[src/rtl/iob_ctls_stream_pkg.sv]
// iob_ctls_stream_pkg: shared state, mode and symbol encodings for the streaming symbol counter
package iob_ctls_stream_pkg;
    typedef enum logic {SCAN = 1'b0, RESULT = 1'b1} state_t;
    localparam logic TRAILING = 1'b0;
    localparam logic LEADING = 1'b1;
    localparam logic ZEROS = 1'b0;
    localparam logic ONES = 1'b1;
endpackage

[src/rtl/iob_ctls_word.sv]
// iob_ctls_word: combinational count of consecutive symbol bits in one beat (0..W)
module iob_ctls_word
    import iob_ctls_stream_pkg::*;
#(
    parameter int W = 32,
    localparam int WC_W = $clog2(W + 1)
) (
    input  logic [W-1:0]    data_i,
    input  logic            mode_i,
    input  logic            symbol_i,
    output logic [WC_W-1:0] count_o
);
    logic [W-1:0] inv, scan;

    always_comb begin
        inv = symbol_i == ONES ? ~data_i : data_i;
        for (int i = 0; i < W; i++) scan[i] = mode_i == LEADING ? inv[W-1-i] : inv[i];
        // lowest set bit ends the run; no set bit means the whole beat matched
        count_o = WC_W'(W);
        for (int i = W - 1; i >= 0; i--) if (scan[i]) count_o = WC_W'(i);
    end
endmodule

[src/rtl/iob_ctls_stream.sv]
// iob_ctls_stream: multi-beat leading/trailing zero/one counter between valid/ready streams.
// Optional IOB_CTLS_STREAM_BEAT_CNT_EN exposes the accepted-beat count on beats_o.
module iob_ctls_stream
    import iob_ctls_stream_pkg::*;
#(
    parameter int W = 32,
    parameter int MAX_WORDS = 16,
    localparam int CNT_W = $clog2(W * MAX_WORDS + 1),
    localparam int BEAT_W = $clog2(MAX_WORDS + 1)
) (
    input  logic             clk_i,
    input  logic             cke_i,
    input  logic             rst_i,
    input  logic             mode_i,
    input  logic             symbol_i,
    input  logic             data_valid_i,
    output logic             data_ready_o,
    input  logic [W-1:0]     data_i,
    input  logic             data_last_i,
    output logic             count_valid_o,
    input  logic             count_ready_i,
    output logic [CNT_W-1:0] count_o,
`ifdef IOB_CTLS_STREAM_BEAT_CNT_EN
    output logic [BEAT_W-1:0] beats_o,
`endif
    output logic             err_o
);
    localparam int WC_W = $clog2(W + 1);

    state_t state_q;
    logic [CNT_W-1:0] acc_q, acc_d;
    logic [BEAT_W-1:0] beat_q;
    logic found_q, err_q, mode_q, sym_q;
    logic first, at_max, counting, accept;
    logic [WC_W-1:0] wc;

    assign first = beat_q == '0;
    assign at_max = beat_q == BEAT_W'(MAX_WORDS);
    assign counting = !found_q && !at_max;
    assign data_ready_o = cke_i && state_q != RESULT;
    assign accept = data_valid_i && data_ready_o;
    assign acc_d = acc_q + (counting ? CNT_W'(wc) : '0);

    iob_ctls_word #(.W(W)) u_word (
        .data_i  (data_i),
        .mode_i  (first ? mode_i : mode_q),
        .symbol_i(first ? symbol_i : sym_q),
        .count_o (wc)
    );

    always_ff @(posedge clk_i) begin
        if (cke_i) begin
            if (rst_i) begin
                state_q <= SCAN;
                acc_q <= '0;
                beat_q <= '0;
                found_q <= 1'b0;
                err_q <= 1'b0;
                mode_q <= 1'b0;
                sym_q <= 1'b0;
            end else if (state_q == SCAN) begin
                if (accept) begin
                    if (first) begin
                        mode_q <= mode_i;
                        sym_q <= symbol_i;
                    end
                    acc_q <= acc_d;
                    found_q <= found_q || (counting && wc != WC_W'(W));
                    beat_q <= at_max ? beat_q : beat_q + 1'b1;
                    err_q <= err_q || at_max;
                    if (data_last_i) state_q <= RESULT;
                end
            end else if (count_ready_i) begin
                state_q <= SCAN;
                acc_q <= '0;
                beat_q <= '0;
                found_q <= 1'b0;
                err_q <= 1'b0;
            end
        end
    end

    assign count_valid_o = state_q == RESULT;
    assign count_o = acc_q;
    assign err_o = err_q;
`ifdef IOB_CTLS_STREAM_BEAT_CNT_EN
    assign beats_o = beat_q;
`endif
endmodule

[config.mk]
export PLATFORM = sky130hd
export DESIGN_NAME = iob_ctls_stream
export DESIGN_NICKNAME = d
export VERILOG_FILES = /design/src/rtl/iob_ctls_stream_pkg.sv /design/src/rtl/iob_ctls_word.sv /design/src/rtl/iob_ctls_stream.sv
export SDC_FILE = /design/constraint.sdc
export NUM_CORES = 1
export LEC_CHECK = 0
export ABC_CLOCK_PERIOD_IN_PS = 10200
export CELL_PAD_IN_SITES_DETAIL_PLACEMENT = 1
export CELL_PAD_IN_SITES_GLOBAL_PLACEMENT = 1
export CORE_UTILIZATION = 43
export CTS_CLUSTER_SIZE = 12
export DETAILED_ROUTE_END_ITERATION = 6
export PLACE_DENSITY_LB_ADDON = 0.1
export SLEW_MARGIN = 10
export SYNTH_ARGS = -nofsm -noshare
export SYNTH_HDL_FRONTEND = slang
export SYNTH_SLANG_ARGS = --single-unit
[constraint.sdc]
create_clock -name clk_i -period 10.2 [get_ports clk_i]
set_input_delay 1.53 -clock clk_i [delete_from_list [all_inputs] [get_ports clk_i]]
set_output_delay 1.53 -clock clk_i [all_outputs]
set_load 0.1 [all_outputs]
# Yosys cells after proc, flatten, opt, wreduce, memory -nomap -nowiden
# Index checks and enable logic that the tools add are counted.
word_totals:
  output_inout_bits: 13
  ff_bits: 20
  elab_cells: 118
classes:
  bitwise_logic: 2
  reduce_logical: 14
  n_mux: 88
  eq_ne: 5
  addsub: 2
ops:
  columns: ["operator", "count"]
  rows:
  - ["6-bit two-way mux", 33]
  - ["1-bit two-way mux", 47]
  - ["32-bit two-way mux", 1]
  - ["32-bit NOT", 1]
  - ["10-bit two-way mux", 3]
  - ["5-bit two-way mux", 4]
  - ["10-bit by 6-bit adder with 10-bit output", 1]
  - ["3-bit != test (second input constant)", 2]
  - ["6-bit != test (second input constant)", 1]
  - ["3-bit AND reduction", 2]
  - ["5-bit by 1-bit adder with 5-bit output (second input constant)", 1]
  - ["5-bit == test (second input constant)", 1]
  - ["5-bit logical NOT", 1]
  - ["1-bit logical AND", 4]
  - ["4-bit AND reduction", 1]
  - ["3-bit nonzero test", 1]
  - ["1-bit logical NOT", 2]
  - ["1-bit logical OR", 2]
  - ["2-bit != test (second input constant)", 1]
  - ["2-bit nonzero test", 1]
  - ["1-bit NOT", 1]

# Logic depth before layout (Yosys ltp)
# Gate-level depths: netlist of run 1.
depth:
  depth_word: 41
  ltp_mapped: 23
  mapped_depth_nobuf: 19

# Modules after synthesis
# A second synthesis of run 1 with hierarchy kept.
unflattened:
  hier_cells: 352
  hier_area_um2: 2964.1
by_module_without_submodules:
  columns: ["mod", "n_inst", "seq_area_each_um2", "cells_per_inst", "area_per_inst_um2"]
  rows:
  - ["iob_ctls_word", 1, 0.0, 226, 1665.3]
  - ["iob_ctls_stream", 1, 600.6, 126, 1298.7]

# Worst setup path after synthesis of run 1
# No wires, ideal clock.
synth_path:
  path_kind: "input-to-reg"
  startpoint: "input port symbol_i"
  endpoint: "register acc_q[8] (netlist: count_o[8]) (data pin)"
  arrival_time_ps: 4588
  t_required_ps: 9934
  setup_slack_ps: 5346
  path_stages: 18
  cell_sequence: "clkbuf_1 > mux2i_2 > buf_4 > o311ai_0 > o22ai_1 > a311oi_1 > o311ai_0 > o211ai_1 > ha_1 > inv_1 > fa_1 > nor2b_1 > o21ai_0 > a21boi_0 > o21ai_0 > a21oi_1 > xnor2_1 > nor2_1"
synth_between:
  elab_chain_cells: 39
synth_rtl:
  columns: ["element", "line_no", "rtl"]
  rows:
  - ["from (decl)", "iob_ctls_stream.sv:15", "input logic symbol_i,"]
  - ["1-bit two-way mux *", null, null]
  - ["32-bit two-way mux *", "iob_ctls_word.sv:16", "inv = symbol_i == ONES ? ~data_i : data_i;"]
  - ["1-bit two-way mux", "iob_ctls_word.sv:17", "for (int i = 0; i < W; i++) scan[i] = mode_i == LEADING ? inv[W-1-i] : inv[i];"]
  - ["6-bit two-way mux (31 in series)", "iob_ctls_word.sv:20", "for (int i = W - 1; i >= 0; i--) if (scan[i]) count_o = WC_W'(i);"]
  - ["6-bit two-way mux *", "iob_ctls_word.sv:20", null]
  - ["6-bit two-way mux *", "iob_ctls_stream.sv:42", "assign acc_d = acc_q + (counting ? CNT_W'(wc) : '0);"]
  - ["10-bit by 6-bit adder with 10-bit output *", "iob_ctls_stream.sv:42", null]
  - ["10-bit two-way mux *", "iob_ctls_stream.sv:62", "if (accept) begin"]
  - ["10-bit two-way mux *", "iob_ctls_stream.sv:61", "end else if (state_q == SCAN) begin"]
  - ["to (signal assigned)", "iob_ctls_stream.sv:55", "acc_q <= '0;"]
  - ["to (signal assigned)", "iob_ctls_stream.sv:67", "acc_q <= acc_d;"]
  - ["to (signal assigned)", "iob_ctls_stream.sv:75", "acc_q <= '0;"]
  - ["to (decl)", "iob_ctls_stream.sv:31", "logic [CNT_W-1:0] acc_q, acc_d;"]
# Every way passes the cells marked *; elsewhere a longest branch is shown, timed or not. The select of a mux whose other input is x is not followed.
# A chain may end at the register's enable or synchronous reset.

# Worst setup path in the final report of run 1
# Ends and elaborated chain as after synthesis.

==> results of run 1 <==
-- cells in the final DEF (no fill, tap or decap), types with 15 or more instances in the layout --
master,count
nor2_1,34
edfxtp_1,20
or2_2,15
clkdlybuf4s50_1,52
mux2i_1,27
nor3_1,32
a21oi_1,24
nand3_1,29
o21ai_0,32
inv_1,18
nand2_1,39
and3_1,19
-- synthesized netlist by cell type (all sizes together) (12+ instances only) --
cell and instances:
nor3 32, clkbuf 23, edfxtp 20, inv 18, nor2 34, nand3 29
a21oi 24, o21ai 32, nand2 39, mux2i 29, and3 19, or3 12
or2 15
-- flip-flops by register name, indices dropped and copies added (netlist names) --
name,flops
beat_q,5
count_o,10
count_valid_o,1
sym_q,1
mode_q,1
err_o,1
found_q,1
-- worst max-delay path by stage --
stage | slack, ps | depth (start not counted) | endpoint | startpoint
global placement | 3920 | 17 | count_o[8]$_SDFFCE_PP0P_ | symbol_i
global route | 3460 | 17 | count_o[8]$_SDFFCE_PP0P_ | symbol_i
detailed placement | 3650 | 17 | count_o[8]$_SDFFCE_PP0P_ | symbol_i
finish | 3870 | 17 | count_o[8]$_SDFFCE_PP0P_ | symbol_i
CTS | 3900 | 17 | count_o[8]$_SDFFCE_PP0P_ | symbol_i
floorplan | 5350 | 18 | count_o[8]$_SDFFCE_PP0P_ | symbol_i
-- per-layer routing --
metal,share of wire,global-route usage,wire [um]
met5,0,0,0
met4,0.011,0.04399,112
met3,0.030,0.02425,300
met2,0.49,0.4832,4941
met1,0.46,0.3491,4635
-- power by group through the flow --
stage / registers [mW] / logic [mW] / clock network, mW
after floorplan: 0.127 / 0.0932 / 0
after global placement: 0.106 / 0.161 / 0
after detailed placement: 0.106 / 0.165 / 0
after CTS: 0.104 / 0.166 / 0.0547
after global routing: 0.105 / 0.182 / 0.0574
final: 0.104 / 0.167 / 0.0542
-- worst max-delay path: stages --
cell and delay, ps:
clkdlybuf4s50_1 770, mux2i_4 1060, o21ai_0 260, and4b_1 260
a311oi_1 240, o311ai_0 150, o211ai_1 280, ha_1 230
inv_1 60, fa_1 390, nor2b_1 160, o21ai_0 120
a21boi_0 260, o21ai_0 170, a21oi_1 200, xnor2_1 130
nor2_1 60
-- stage by stage --
stage                     setup slack, ps  hold WS, ps    util  instance area (um2)
after global routing                 3457        655.0  0.5239                 3800
after CTS                            3902        626.7  0.5239                 3800
after detailed placement             3649        600.9  0.5177                 3755
after global placement               3916        558.3  0.5177                 3755
after floorplan                      5346        584.5       -                 3223
final                                3866        621.9  0.5239                 3800
-- cell families after synthesis --
logic type | count (synthesis) | synth area share
and+or+nand+nor | 216 | 0.3517
AOI/OAI and AO/OA | 104 | 0.2089
buffers and inverters | 52 | 0.06599
muxes | 34 | 0.1145
DFF | 20 | 0.1863
xor gates and xnor gates | 13 | 0.03533
adders and majority gates | 9 | 0.03727
-- final cells by class --
cell class,instances,area share
multi-input combinational,376,0.6388
sequential,20,0.1581
timing repair buffer,54,0.1409
tap,99,0.03260
inverter,18,0.01778
clock buffer,3,0.01087
clock inverter,1,0.0009878
==> impl_metrics.env, run 1 <==
export IMPL_setup_viol=0
export IMPL_slew_violations=0
export IMPL_ys_seq_area_frac=0.1863
export IMPL_pwr_density_cell_nw_per_um2=85.63
export IMPL_finalHoldViolCount=0
export IMPL_synthToLayoutAreaGrowth_pct=17.90
export IMPL_hp_class="flip-flop to flip-flop"
export IMPL_core_um2=7253
export IMPL_worstReg2RegStart="beat_q[0]$_SDFFCE_PP0P_"
export IMPL_htreeDepth=1
export IMPL_crit_required_ps=10210
export IMPL_synth_top_area_frac=0.1863
export IMPL_drc=0
export IMPL_yosysTopAreaCell="edfxtp_1"
export IMPL_dieHeight_um=88.58
export IMPL_finalPower_uw=325.4
export IMPL_post_cts_buffers=0
export IMPL_synth_edf_count=20
export IMPL_yosys_register_bits=20
export IMPL_cts_tree="done"
export IMPL_clkLatencyLatePin_ps=260
export IMPL_fp_dieW_um=88.58
export IMPL_p_switching_uw=138.1
export IMPL_power_frac_clock=0.166
export IMPL_grt_overflow_total=0
export IMPL_max_cap_viol_count=0
export IMPL_hold_buffers=0
export IMPL_yosysUniqueCellTypes=62
export IMPL_fmax_mhz=157.9
export IMPL_start_util=0.4444
export IMPL_placedCellCount=567
export IMPL_wirelength_um=9990
export IMPL_grt_usage=0.2670
export IMPL_firstDrtPassIters=4
export IMPL_grt_start_max_net_pins=35
export IMPL_r2r_cells=19
export IMPL_seqCellArea_um2=600.6
export IMPL_drt_wirelength_per_cell_um=17.50
export IMPL_nFillCells=926
export IMPL_power_internal_uw=187.3
export IMPL_worst_pin_slew_ps=1142
export IMPL_clk_pin_slew_ps=80
export IMPL_dp_hpwl_um=7683
export IMPL_critPathMaxFanout=33
export IMPL_synthTopCellsByArea="edfxtp_1 19%, mux2i_1 8.4%, nor3_1 5.0%"
export IMPL_viasPerCell=6.046
export IMPL_whs_path_depth=2
export IMPL_place_congestion=0.8441
export IMPL_ctsResizeCount=0
export IMPL_rrSetupSlack_ps=4440
export IMPL_finClkSkew_ps=2.378
export IMPL_finalSetupTns_ps=0
export IMPL_cp_arrival_ps=6340
export IMPL_period_needed_ps=6334
export IMPL_min_from="err_o$_SDFFCE_PP0P_"
export IMPL_ioPinCount=53
export IMPL_cts_root_buf="clkbuf_8"
export IMPL_switching_share=0.4244
export IMPL_cts_buffers=3
export IMPL_yosysWarningCount=0
export IMPL_pwr_share_comb=0.513
export IMPL_antenna_cells=0
export IMPL_clock_path_buffers=2
export IMPL_final_cells=571
export IMPL_syn_nets=497
export IMPL_critPathLaunchType="input port"
export IMPL_multiInputGateArea_um2=2427
export IMPL_seq_power_share=0.321
export IMPL_num_vias=3452
export IMPL_grt_first_pass_wirelength_um=16630
export IMPL_reg2reg_to="count_o[8]$_SDFFCE_PP0P_"
export IMPL_avgSynthCellArea_um2=7.194
export IMPL_p_leak_nw=1.429
export IMPL_cts_sinks=20
export IMPL_ant_nets=0
export IMPL_rsz0062_at_grt="no"
export IMPL_finalCritPeriodShare=0.6210
export IMPL_syn_inst=448
export IMPL_drive_gt1_frac=0.07203
export IMPL_ys_flop_type="edfxtp_1"
export IMPL_antenna_found_initial=0
export IMPL_grt_pass1_vias=3402
export IMPL_synth_area_um2=3223
export IMPL_nets=522
export IMPL_drt_initial_drc_count=158
export IMPL_rows=31
export IMPL_hold_end="err_o$_SDFFCE_PP0P_"
export IMPL_vdd_ir_drop_max_mv=0.05870
export IMPL_status="finished, final reports clean"
export IMPL_die_area_um2=7846
export IMPL_endpoint_kind="flip-flop"
export IMPL_relSlewSlack=0.2221
export IMPL_async_flop_share=0
export IMPL_path_class="input port to flip-flop"
export IMPL_port_buffers=52
Power figures use the tool's default switching activity.
==> run 2, diff against run 1 <==
--- a/config.mk
+++ b/config.mk
@@ -5,10 +5,10 @@
 export SDC_FILE = /design/constraint.sdc
 export NUM_CORES = 1
 export LEC_CHECK = 0
-export ABC_CLOCK_PERIOD_IN_PS = 10200
+export ABC_CLOCK_PERIOD_IN_PS = 6500
 export CELL_PAD_IN_SITES_DETAIL_PLACEMENT = 1
 export CELL_PAD_IN_SITES_GLOBAL_PLACEMENT = 1
-export CORE_UTILIZATION = 43
+export CORE_UTILIZATION = 40
 export CTS_CLUSTER_SIZE = 12
 export DETAILED_ROUTE_END_ITERATION = 6
 export PLACE_DENSITY_LB_ADDON = 0.1
==> constraint.sdc (replaced) <==
create_clock -name clk_i -period 6.5 [get_ports clk_i]
set_input_delay 0.975 -clock clk_i [delete_from_list [all_inputs] [get_ports clk_i]]
set_output_delay 0.975 -clock clk_i [all_outputs]
set_load 0.1 [all_outputs]
==> impl_metrics.env, run 2 (synthesis results as in run 1) <==
export IMPL_status="finished, final reports clean"
export IMPL_final_area_um2=3826
export IMPL_p_leak_nw=1.444
export IMPL_layout_commonest_cell="clkdlybuf4s50_1"
export IMPL_cts_tree="done"
export IMPL_final_cells=577
export IMPL_cp_arrival_ps=5840
export IMPL_cp_cell_sequence="inv_1 -> ha_1 -> or4b_1 -> mux2i_4 -> o21ai_0 -> and4b_1 -> a311oi_1 -> o311ai_0 -> o211ai_1 -> ha_1 -> inv_1 -> fa_1 -> nor2b_1 -> o21ai_0 -> a21boi_0 -> o21ai_0 -> a21oi_1 -> xnor2_1 -> nor2_1"
export IMPL_p_switching_uw=218.3
export IMPL_viasPerCell=6.031
export IMPL_num_vias=3480
export IMPL_rrSetupSlack_ps=680
export IMPL_place_congestion=0.8122
export IMPL_drive_gt1_frac=0.07789
export IMPL_cts_sinks=20
export IMPL_rsz0062_at_grt="no"
export IMPL_drt_wirelength_per_cell_um=17.64
export IMPL_grt_usage=0.2478
export IMPL_rows=32
export IMPL_dp_hpwl_um=7677
export IMPL_start_util=0.4149
export IMPL_setup_viol=0
export IMPL_crit_top_cell="o21ai_0"
export IMPL_period_needed_ps=5819
export IMPL_crit_required_ps=6520
export IMPL_firstDrtPassIters=4
export IMPL_startpoint="beat_q[0]$_SDFFCE_PP0P_"
export IMPL_finalSetupTns_ps=0
export IMPL_max_stage_delay_ps=1050
export IMPL_critPathSlowestCell="mux2i_4"
export IMPL_cts_buffers=3
export IMPL_cp_top_family="compound AO/OA/AOI/OAI gates"
export IMPL_antenna_found_initial=0
export IMPL_min_from="err_o$_SDFFCE_PP0P_"
export IMPL_clkLatencyLatePin_ps=260
export IMPL_max_cap_viol_count=0
export IMPL_postLayoutCoreUtil=0.4926
export IMPL_critPathMaxFanout=33
export IMPL_htreeDepth=1
export IMPL_placedCellCount=573
export IMPL_endpoint_kind="flip-flop"
export IMPL_dieHeight_um=91.77
export IMPL_synthToLayoutAreaGrowth_pct=18.71
export IMPL_ioPinCount=53
export IMPL_placed_area_um2=3781
export IMPL_fmax_mhz=171.8
export IMPL_core_um2=7767
export IMPL_die_area_um2=8421
export IMPL_critPathBufInv=2
export IMPL_pwr_share_comb=0.515
export IMPL_slew_violations=0
export IMPL_worstReg2RegStart="beat_q[0]$_SDFFCE_PP0P_"
export IMPL_ctsResizeCount=0
export IMPL_final_cell_mix="52 x clkdlybuf4s50_1, 39 x nand2_1, 34 x nor2_1, 32 x nor3_1, 32 x o21ai_0"
export IMPL_power_internal_uw=295.4
export IMPL_finClkSkew_ps=3.474
export IMPL_grt_overflow_total=0
export IMPL_finalHoldViolCount=0
export IMPL_largest_register_ffs=10
export IMPL_power_frac_clock=0.168
export IMPL_relSlewSlack=0.2014
export IMPL_hp_class="flip-flop to flip-flop"
export IMPL_grt_start_max_net_pins=34
export IMPL_port_buffers=52
export IMPL_grt_first_pass_wirelength_um=16670
export IMPL_nets=525
export IMPL_pwr_density_cell_nw_per_um2=134.3
export IMPL_grt_pass1_vias=3431
export IMPL_fp_dieW_um=91.77
export IMPL_post_cts_buffers=0
export IMPL_finalCritPeriodShare=0.8953
export IMPL_critPathLaunchType="flip-flop"
export IMPL_clk_pin_slew_ps=80
export IMPL_vdd_ir_drop_max_mv=0.08989
export IMPL_switching_share=0.4250
export IMPL_cts_root_buf="clkbuf_8"
export IMPL_clock_path_buffers=2
export IMPL_hold_buffers=0
export IMPL_drc=0
export IMPL_worst_pin_slew_ps=1173
export IMPL_antenna_cells=0
export IMPL_wirelength_um=10180
export IMPL_drt_initial_drc_count=135
export IMPL_path_class="flip-flop to flip-flop"
export IMPL_seq_power_share=0.317
export IMPL_ant_nets=0
-- run 2: path summary, 6_finish.rpt --
check | endpoint | cells past startpoint
max reg2reg | count_o[8]$_SDFFCE_PP0P_ | 19
max | count_o[8]$_SDFFCE_PP0P_ | 19
min | err_o$_SDFFCE_PP0P_ | 2
min reg2reg | err_o$_SDFFCE_PP0P_ | 2
-- run 2: power groups by stage --
stage	registers (mW)	clock network [mW]	logic, mW
2_1_floorplan	0.199	0	0.146
3_3_place_gp	0.165	0	0.256
3_5_place_dp	0.166	0	0.262
4_1_cts	0.163	0.0867	0.264
5_1_grt	0.165	0.0886	0.287
6_report	0.163	0.0864	0.264
-- run 2: routing by layer --
| layer | global-route usage | routed length, um | vias up |
|---|---|---|---|
| met5 | 0 | 0 | - |
| li1 | - | - | 1697 |
| met2 | 0.4536 | 5033 | 74 |
| met4 | 0.05078 | 125 | 0 |
| met3 | 0.02405 | 407 | 12 |
| met1 | 0.3145 | 4613 | 1697 |
-- run 2: worst min-delay path: cells and delay by family (launching register included) --
family,cells,cell delay [ps]
flops,1,350
simple gates,2,130
-- run 2: area by class of cell --
type | count | area [um2]
sequential | 20 | 600.6
timing repair buffer | 57 | 558.0
multi-input combinational | 376 | 2427
tap | 102 | 127.6
clock buffer | 3 | 41.29
clock inverter | 1 | 3.754
fill | 1006 | 3941
inverter | 18 | 67.56
-- run 2: through the flow --
| step | power [mW] | setup slack, ps | hold slack [ps] |
|---|---|---|---|
| after floorplan | 0.3449 | 1963 | 584.5 |
| after CTS | 0.5142 | 723.7 | 596.5 |
| after global placement | 0.4217 | 1033 | 559.9 |
| after detailed placement | 0.4284 | 727.3 | 576.6 |
| after global routing | 0.5403 | 219.8 | 659.0 |
| final | 0.5137 | 680.8 | 595.3 |
==> run 3, diff against run 2 <==
--- a/config.mk
+++ b/config.mk
@@ -8,6 +8,7 @@
 export ABC_CLOCK_PERIOD_IN_PS = 6500
 export CELL_PAD_IN_SITES_DETAIL_PLACEMENT = 1
 export CELL_PAD_IN_SITES_GLOBAL_PLACEMENT = 1
+export CORE_MARGIN = 5
 export CORE_UTILIZATION = 40
 export CTS_CLUSTER_SIZE = 12
 export DETAILED_ROUTE_END_ITERATION = 6
==> impl_metrics.env, run 3 (synthesis results as in run 1) <==
export IMPL_critPathLaunchType="flip-flop"
export IMPL_multiInputGateArea_um2=2427
export IMPL_layout_commonest_cell="clkdlybuf4s50_1"
export IMPL_fp_dieW_um=99.77
export IMPL_cts_buffers=3
export IMPL_drc=0
export IMPL_finalPower_uw=506.6
export IMPL_firstDrtPassIters=4
export IMPL_max_cap_viol_count=0
export IMPL_endpoint_kind="flip-flop"
export IMPL_rows=32
export IMPL_hold_buffers=0
export IMPL_drt_wirelength_per_cell_um=17.65
export IMPL_finClkSkew_ps=2.791
export IMPL_critPathMaxFanout=33
export IMPL_pwr_density_cell_nw_per_um2=132.8
export IMPL_finalCritPeriodShare=0.8501
export IMPL_dieHeight_um=99.77
export IMPL_dp_hpwl_um=7906
export IMPL_period_needed_ps=5526
export IMPL_crit_required_ps=6510
export IMPL_hp_class="flip-flop to flip-flop"
export IMPL_grt_pass1_vias=3500
export IMPL_cp_arrival_ps=5530
export IMPL_finalSetupTns_ps=0
export IMPL_core_um2=7807
export IMPL_slew_violations=0
export IMPL_worst_pin_slew_ps=1125
export IMPL_setup_viol=0
export IMPL_post_cts_buffers=0
export IMPL_viasPerCell=5.981
export IMPL_relSlewSlack=0.2338
export IMPL_grt_usage=0.2085
export IMPL_drt_initial_drc_count=119
export IMPL_clock_path_buffers=2
export IMPL_fmax_mhz=181.0
export IMPL_cts_tree="done"
export IMPL_status="finished, final reports clean"
export IMPL_start_util=0.4128
export IMPL_ctsResizeCount=0
export IMPL_rrSetupSlack_ps=970
export IMPL_drive_gt1_frac=0.07611
export IMPL_antenna_found_initial=0
export IMPL_nets=524
export IMPL_die_area_um2=9953
export IMPL_nFillCells=989
export IMPL_p_leak_nw=1.436
export IMPL_wirelength_um=10150
export IMPL_port_buffers=52
export IMPL_grt_first_pass_wirelength_um=17370
export IMPL_clk_pin_slew_ps=70
export IMPL_cts_root_buf="clkbuf_8"
export IMPL_htreeDepth=1
export IMPL_antenna_cells=0
export IMPL_grt_start_max_net_pins=34
export IMPL_grt_overflow_total=0
export IMPL_ant_nets=0
export IMPL_final_cell_mix="52 x clkdlybuf4s50_1, 39 x nand2_1, 34 x nor2_1, 32 x nor3_1, 32 x o21ai_0"
export IMPL_place_congestion=0.8015
export IMPL_ioPinCount=53
export IMPL_path_class="flip-flop to flip-flop"
export IMPL_vdd_ir_drop_max_mv=0.07288
export IMPL_finalHoldViolCount=0
export IMPL_cts_sinks=20
export IMPL_largest_register_ffs=10
export IMPL_clkLatencyLatePin_ps=250
export IMPL_seqCellArea_um2=600.6
export IMPL_synthToLayoutAreaGrowth_pct=18.36
export IMPL_num_vias=3439
export IMPL_rsz0062_at_grt="no"
run 3: changes by cell type in the layout (fill, tap and decap cells not counted):
| cell | delta |
|---|---|
| clkinv_1 | -1 |
| buf_4 | -1 |
run 3: critical path, cell delays in order (launching register included):
cell and delay, ps:
edfxtp_1 430, inv_1 90, ha_1 170, or4b_1 450, buf_4 230, mux2i_4 900, o21ai_0 290, and4b_1 270
a311oi_1 230, o311ai_0 130, o211ai_1 230, ha_1 220, inv_1 60, fa_1 390, nor2b_1 160, o21ai_0 120
a21boi_0 240, o21ai_0 190, a21oi_1 250, xnor2_1 140, nor2_1 50
run 3: layout make-up:
cell class              instances  area share
repair buffers                 56      0.1443
flip-flops and latches         20      0.1574
multi-input cells             376      0.6363
well taps                     102     0.03345
clock buffers                   3     0.01082
inverters                      18     0.01771
run 3: metal layers:
metal  GRT usage  share of wire
met1      0.2824           0.47
met3     0.02384          0.027
met2      0.3643           0.50
met5           0              0
met4     0.02731         0.0067
run 3: path summary, 6_finish.rpt:
kind | startpoint | endpoint | cells past startpoint
max | beat_q[0]$_SDFFCE_PP0P_ | count_o[8]$_SDFFCE_PP0P_ | 20
min | err_o$_SDFFCE_PP0P_ | err_o$_SDFFCE_PP0P_ | 2
min reg2reg | err_o$_SDFFCE_PP0P_ | err_o$_SDFFCE_PP0P_ | 2
max reg2reg | beat_q[0]$_SDFFCE_PP0P_ | count_o[8]$_SDFFCE_PP0P_ | 20
run 3: where the power goes:
| part | switching (mW) | total (mW) | internal [mW] |
|---|---|---|---|
| Sequential | 0.00981 | 0.163 | 0.153 |
| Clock | 0.0392 | 0.0804 | 0.0412 |
| Combinational | 0.163 | 0.263 | 0.0999 |
run 3: through the flow:
| step | instance area (um2) | utilization | hold slack, ps | cells | setup WS [ps] |
|---|---|---|---|---|---|
| 2_1_floorplan | 3223 | - | 584.5 | 448 | 1963 |
| 3_3_place_gp | 3774 | 0.4833 | 559.2 | 572 | 1128 |
| 3_5_place_dp | 3774 | 0.4833 | 592.3 | 572 | 779.0 |
| 4_1_cts | 3815 | 0.4886 | 611.8 | 575 | 895.2 |
| 5_1_grt | 3815 | 0.4886 | 657.7 | 575 | 537.7 |
| 6_report | 3815 | 0.4886 | 608.1 | 575 | 974.5 |
